[config.mk]
export PLATFORM = sky130hd
export DESIGN_NAME = fetch_prefetch
export DESIGN_NICKNAME = d
export VERILOG_FILES = /design/src/rtl/fetch_prefetch_pkg.sv /design/src/rtl/fetch_queue_fifo.sv /design/src/rtl/fetch_prefetch.sv
export SDC_FILE = /design/constraint.sdc
export NUM_CORES = 1
export LEC_CHECK = 0
export CORE_UTILIZATION = 50
export DETAILED_ROUTE_END_ITERATION = 16
export GPL_TIMING_DRIVEN = 0
export PLACE_DENSITY_LB_ADDON = 0.3
export SLEW_MARGIN = 20
export SYNTH_ARGS = -nofsm -noshare
export SYNTH_HDL_FRONTEND = slang
export SYNTH_SLANG_ARGS = --single-unit
export TNS_END_PERCENT = 1
[constraint.sdc]
create_clock -name clk -period 8.29 [get_ports clk]
set_input_delay 1.658 -clock clk [delete_from_list [all_inputs] [get_ports clk]]
set_output_delay 1.658 -clock clk [all_outputs]
set_load 0.02 [all_outputs]
[src/rtl/fetch_prefetch_pkg.sv]
// Shared widths and the queue entry layout for the fetch/prefetch stage.
package fetch_prefetch_pkg;

  localparam int WORD = 32;
  localparam int ADDR = 16;

  typedef struct packed {
    logic [ADDR-1:0] pc;
    logic [WORD-1:0] inst;
  } fetch_entry_t;

endpackage

[src/rtl/fetch_queue_fifo.sv]
// Synchronous FIFO with flush, occupancy count and a head-of-queue data port.
module fetch_queue_fifo #(
  parameter int WIDTH = 48,
  parameter int DEPTH = 4
) (
  input  logic                     clk,
  input  logic                     reset,
  input  logic                     flush,
  input  logic                     push,
  input  logic                     pop,
  input  logic [WIDTH-1:0]         push_data,
  output logic [WIDTH-1:0]         head_data,
  output logic [$clog2(DEPTH):0]   count
);

  localparam int PW = $clog2(DEPTH);

  logic [PW-1:0]    wr_ptr_q, wr_ptr_d;
  logic [PW-1:0]    rd_ptr_q, rd_ptr_d;
  logic [PW:0]      count_q, count_d;
  logic [WIDTH-1:0] mem_q [DEPTH];

  // NOTE: every always_comb output gets a default first, so no path leaves it unassigned and no latch is inferred.
  always_comb begin
    wr_ptr_d = wr_ptr_q;
    rd_ptr_d = rd_ptr_q;
    count_d  = count_q;
    if (flush) begin
      wr_ptr_d = '0;
      rd_ptr_d = '0;
      count_d  = '0;
    end else begin
      if (push) wr_ptr_d = wr_ptr_q + 1'b1;
      if (pop)  rd_ptr_d = rd_ptr_q + 1'b1;
      count_d = count_q + (PW+1)'(push) - (PW+1)'(pop);
    end
  end

  // NOTE: sequential state uses non-blocking assignments so every flop samples pre-edge values.
  always_ff @(posedge clk) begin
    if (reset) begin
      wr_ptr_q <= '0;
      rd_ptr_q <= '0;
      count_q  <= '0;
    end else begin
      wr_ptr_q <= wr_ptr_d;
      rd_ptr_q <= rd_ptr_d;
      count_q  <= count_d;
    end
  end

  // NOTE: the storage array is deliberately not reset; count gates validity, so stale words are never observed.
  always_ff @(posedge clk) begin
    if (push && !flush) mem_q[wr_ptr_q] <= push_data;
  end

  assign head_data = mem_q[rd_ptr_q];
  assign count     = count_q;

endmodule

[src/rtl/fetch_prefetch.sv]
// Fetch stage: PC, one in-flight memory read, credit-based issue and a prefetch queue.
module fetch_prefetch
  import fetch_prefetch_pkg::*;
#(
  parameter int              DEPTH    = 4,
  parameter logic [ADDR-1:0] RESET_PC = '0
) (
  input  logic            clk,
  input  logic            reset,
  input  logic            stall_i,
  input  logic            branch_i,
  input  logic [ADDR-1:0] branch_addr_i,
  input  logic [WORD-1:0] inst_i,
  output logic [ADDR-1:0] mem_o,
  output logic            v_o,
  output logic [WORD-1:0] inst_o,
  output logic [ADDR-1:0] pc_o,
  output logic            stall_o
);

  localparam int CW = $clog2(DEPTH) + 1;

  logic [ADDR-1:0] pc_q, pc_d;
  logic [ADDR-1:0] req_pc_q, req_pc_d;
  logic            req_v_q, req_v_d;

  logic [CW-1:0]   count;
  logic [CW:0]     credit;
  fetch_entry_t    head, push_entry;
  logic            valid, pop, push, issue;

  always_comb begin
    valid      = (count != '0);
    pop        = valid & ~stall_i & ~branch_i;
    push       = req_v_q & ~branch_i;
    // Slots already claimed once this cycle's pop retires: queued plus in flight.
    credit     = {1'b0, count} + (CW+1)'(req_v_q) - (CW+1)'(pop);
    issue      = branch_i | (credit < (CW+1)'(DEPTH));
    mem_o      = branch_i ? branch_addr_i : pc_q;
    req_v_d    = issue;
    req_pc_d   = issue ? mem_o : req_pc_q;
    pc_d       = issue ? mem_o + 1'b1 : pc_q;
    push_entry = '{pc: req_pc_q, inst: inst_i};
    v_o        = valid;
    inst_o     = valid ? head.inst : '0;
    pc_o       = valid ? head.pc   : '0;
    stall_o    = ~issue;
  end

  always_ff @(posedge clk) begin
    if (reset) begin
      pc_q     <= RESET_PC;
      req_v_q  <= 1'b0;
      req_pc_q <= '0;
    end else begin
      pc_q     <= pc_d;
      req_v_q  <= req_v_d;
      req_pc_q <= req_pc_d;
    end
  end

  fetch_queue_fifo #(
    .WIDTH ($bits(fetch_entry_t)),
    .DEPTH (DEPTH)
  ) u_queue (
    .clk       (clk),
    .reset     (reset),
    .flush     (branch_i),
    .push      (push),
    .pop       (pop),
    .push_data (push_entry),
    .head_data (head),
    .count     (count)
  );

endmodule
==> impl_metrics.toml <==
[detailed_routing]
final_antenna_net_count = 0
drt_wl_total_um = 19500
drc_errors = 0
wl_met2_um = 9650
wire_per_inst_um = 19.8
drtPass1Iterations = 5
met1Wirelength_um = 8310
dr_total_vias = 5534
routed.top_layer = "met4"
dr_wl_met3_um = 1280
detail_route.vias_per_cell = 5.62
drt_iter0_markers = 405

[critical_path]
critPathRequiredTime_ps = 6630
start_kind = "input pin"
worstPathArrival_ps = 5100
setup.worst_path.start = "branch_i"
crit_fanout = 10
r2r_slack_ps = 4980
reg2reg_depth = 13
r2r_start = "u_queue.count[2]"
r2r_end = "pc_q[13]"
end_kind = "output port"
critPathKind = "in2out"

[placement]
port_buffers = 115
hpwl_um = 12800
globalplace.congestion = 0.924
place_area_um2 = 11100

[synthesis]
ys_seq_area_frac = 0.690
yosysTopAreaCell = "edfxtp_1"
synth.area.top_cells = "edfxtp_1 60%, mux4_2 11%, dfxtp_1 8.8%"
synth-xor-area-share = 0.0101
ys.flop_type = "edfxtp_1"
synth_area_um2 = 9570
yosys_warnings = 0
yosys-top-cells-count = "192 x edfxtp_1, 49 x nor2b_1, 48 x mux4_2"
yosys.cell_count.top_type = "edfxtp_1"
synth_enable_flop_cells = 192
yosys_register_bits = 234
synth_nets = 650
synth-simple-area-share = 0.0868
synth.top_cell.area_share = 0.602
synth_cells = 587
yosys-mux-area-fraction = 0.132
ys_types = 51
synthArstFlopShare = 0
synth_top_family_by_area = "multiplexers"
synth_area_per_cell_um2 = 16.3
synth_adder_area_share = 0.0152
synth_compound_area_frac = 0.0421

[sta]
setup_tns_ps = 0
min_period_ps = 6760
setup-violations-final = 0
skew_ps = 15.7
finalCritPeriodShare = 0.815
drv_slew = 0
rsz0062_at_grt = "no"
worstMarginPinSlew_ps = 863
relSlewSlack = 0.420
hold_viol_final = 0
max_freq_mhz = 148

[worst_hold_path]
min_to = "pc_q[14]"
holdPathStages = 2
hold_path.class = "reg2reg"
min_from = "pc_q[14]"

[cts]
cts_hold_buf = 0
cts.sinks = 234
cts_made_buffers = 24
clk_latency_ps = 500
cts_max_path_buffers = 3
cts_setup_buffers = 0
cts-root-buf = "clkbuf_16"
htreeDepth = 1
clk_pin_slew_worst_paths_ps = 60
cts-resized-gates = 0
tritoncts = "done"

[floorplanning]
dieArea_um2 = 19700
ios = 118
die_y_um = 140
rows = 50
coreArea_um2 = 18700
initial_core_util = 0.512
fp.dieW_um = 140

[power_and_ir_drop]
p_per_area_nw_per_um2 = 223
peakVddDrop_v = 0.000162
p_leak_nw = 4.00

[finish]
syn2layout_area_growth_pct = 24.4
nets = 795
register_area_um2 = 6610
diodes = 0
fillers = 1276
multiInputGateArea_um2 = 2750
final_layout_size_suffix_gt1_frac = 0.164
finish.instance_area_um2 = 11900

[global_routing]
first_global_vias = 5720
antenna_found_initial = 0
grt-ovfl-total = 0
grt_max_degree = 30
track_usage = 0.203
grt_pass1_wl_um = 30800

[flow_run]
cap_viol_max_count = 0

[status]
status = "complete, no violations"
-- metrics by stage --
stage                     power [W]  std cells   util  worst slack [ps]  hold WS [ps]
after global routing        0.00273        984  0.636              1320           491
after detailed placement    0.00162        940  0.594              1600           449
final                       0.00265        984  0.636              1530           463
after floorplan             0.00150        587      -              2680           429
after global placement      0.00160        936  0.589              1640           445
after CTS                   0.00267        984  0.636              1580           467
-- state kept, by name (all words and copies together) (netlist names), named ones only --
name              cells
pc_q                 16
req_pc_q             16
req_v_q               1
u_queue.count         3
u_queue.mem_q       192
u_queue.rd_ptr_q      2
u_queue.wr_ptr_q      2
-- worst max-delay path, stage by stage --
cell	delay, ps
buf_2	140
buf_2	200
buf_2	220
nor3_1	500
ha_1	240
inv_1	70
ha_1	220
xnor2_1	200
o22ai_2	120
a211o_1	300
buf_4	170
inv_2	120
buf_2	260
clkdlybuf4s50_1	650
-- worst max-delay path by stage --
| stage | depth (start not counted) | to |
|---|---|---|
| 5_1_grt | 14 | stall_o |
| 3_3_place_gp | 14 | stall_o |
| 4_1_cts | 14 | stall_o |
| 3_5_place_dp | 14 | stall_o |
| 6_report | 14 | stall_o |
| 2_1_floorplan | 13 | stall_o |
-- cell type report --
type                       count  share of cell area
inverter                      21             0.00662
clock buffer                  39              0.0622
timing repair buffer         119               0.103
buffer                        31              0.0125
tap                          234              0.0246
multi-input combinational    301               0.231
clock inverter                 5             0.00473
sequential                   234               0.555
-- power breakdown --
group	leakage, nW	internal [W]	switching, W
Sequential	2.10	0.00132	0.0000271
Combinational	1.51	0.000117	0.000131
Clock	0.385	0.000643	0.000415
-- cells in the final DEF (no fill, tap or decap), types with 12 or more instances in the layout --
| master | n |
|---|---|
| a21oi_1 | 19 |
| buf_2 | 14 |
| clkbuf_1 | 22 |
| clkbuf_16 | 27 |
| clkdlybuf4s50_1 | 115 |
| dfxtp_1 | 42 |
| edfxtp_1 | 192 |
| inv_1 | 18 |
| mux4_2 | 48 |
| nand2_1 | 24 |
| nor2_1 | 31 |
| nor2b_1 | 49 |
| nor3_1 | 12 |
-- kinds of logic after synthesis --
group           Yosys count
simple gates            155
fa+ha+maj                11
buf+inv                  52
compound gates           59
flops                   234
mux                      65
xor+xnor                 11
-- layer usage --
metal / vias to the layer above / GRT usage
met5: - / 0
met4: 0 / 0.0561
met3: 20 / 0.0332
met2: 199 / 0.351
met1: 2770 / 0.268
li1: 2545 / -
No activity file was read; power rests on OpenSTA's default activity.
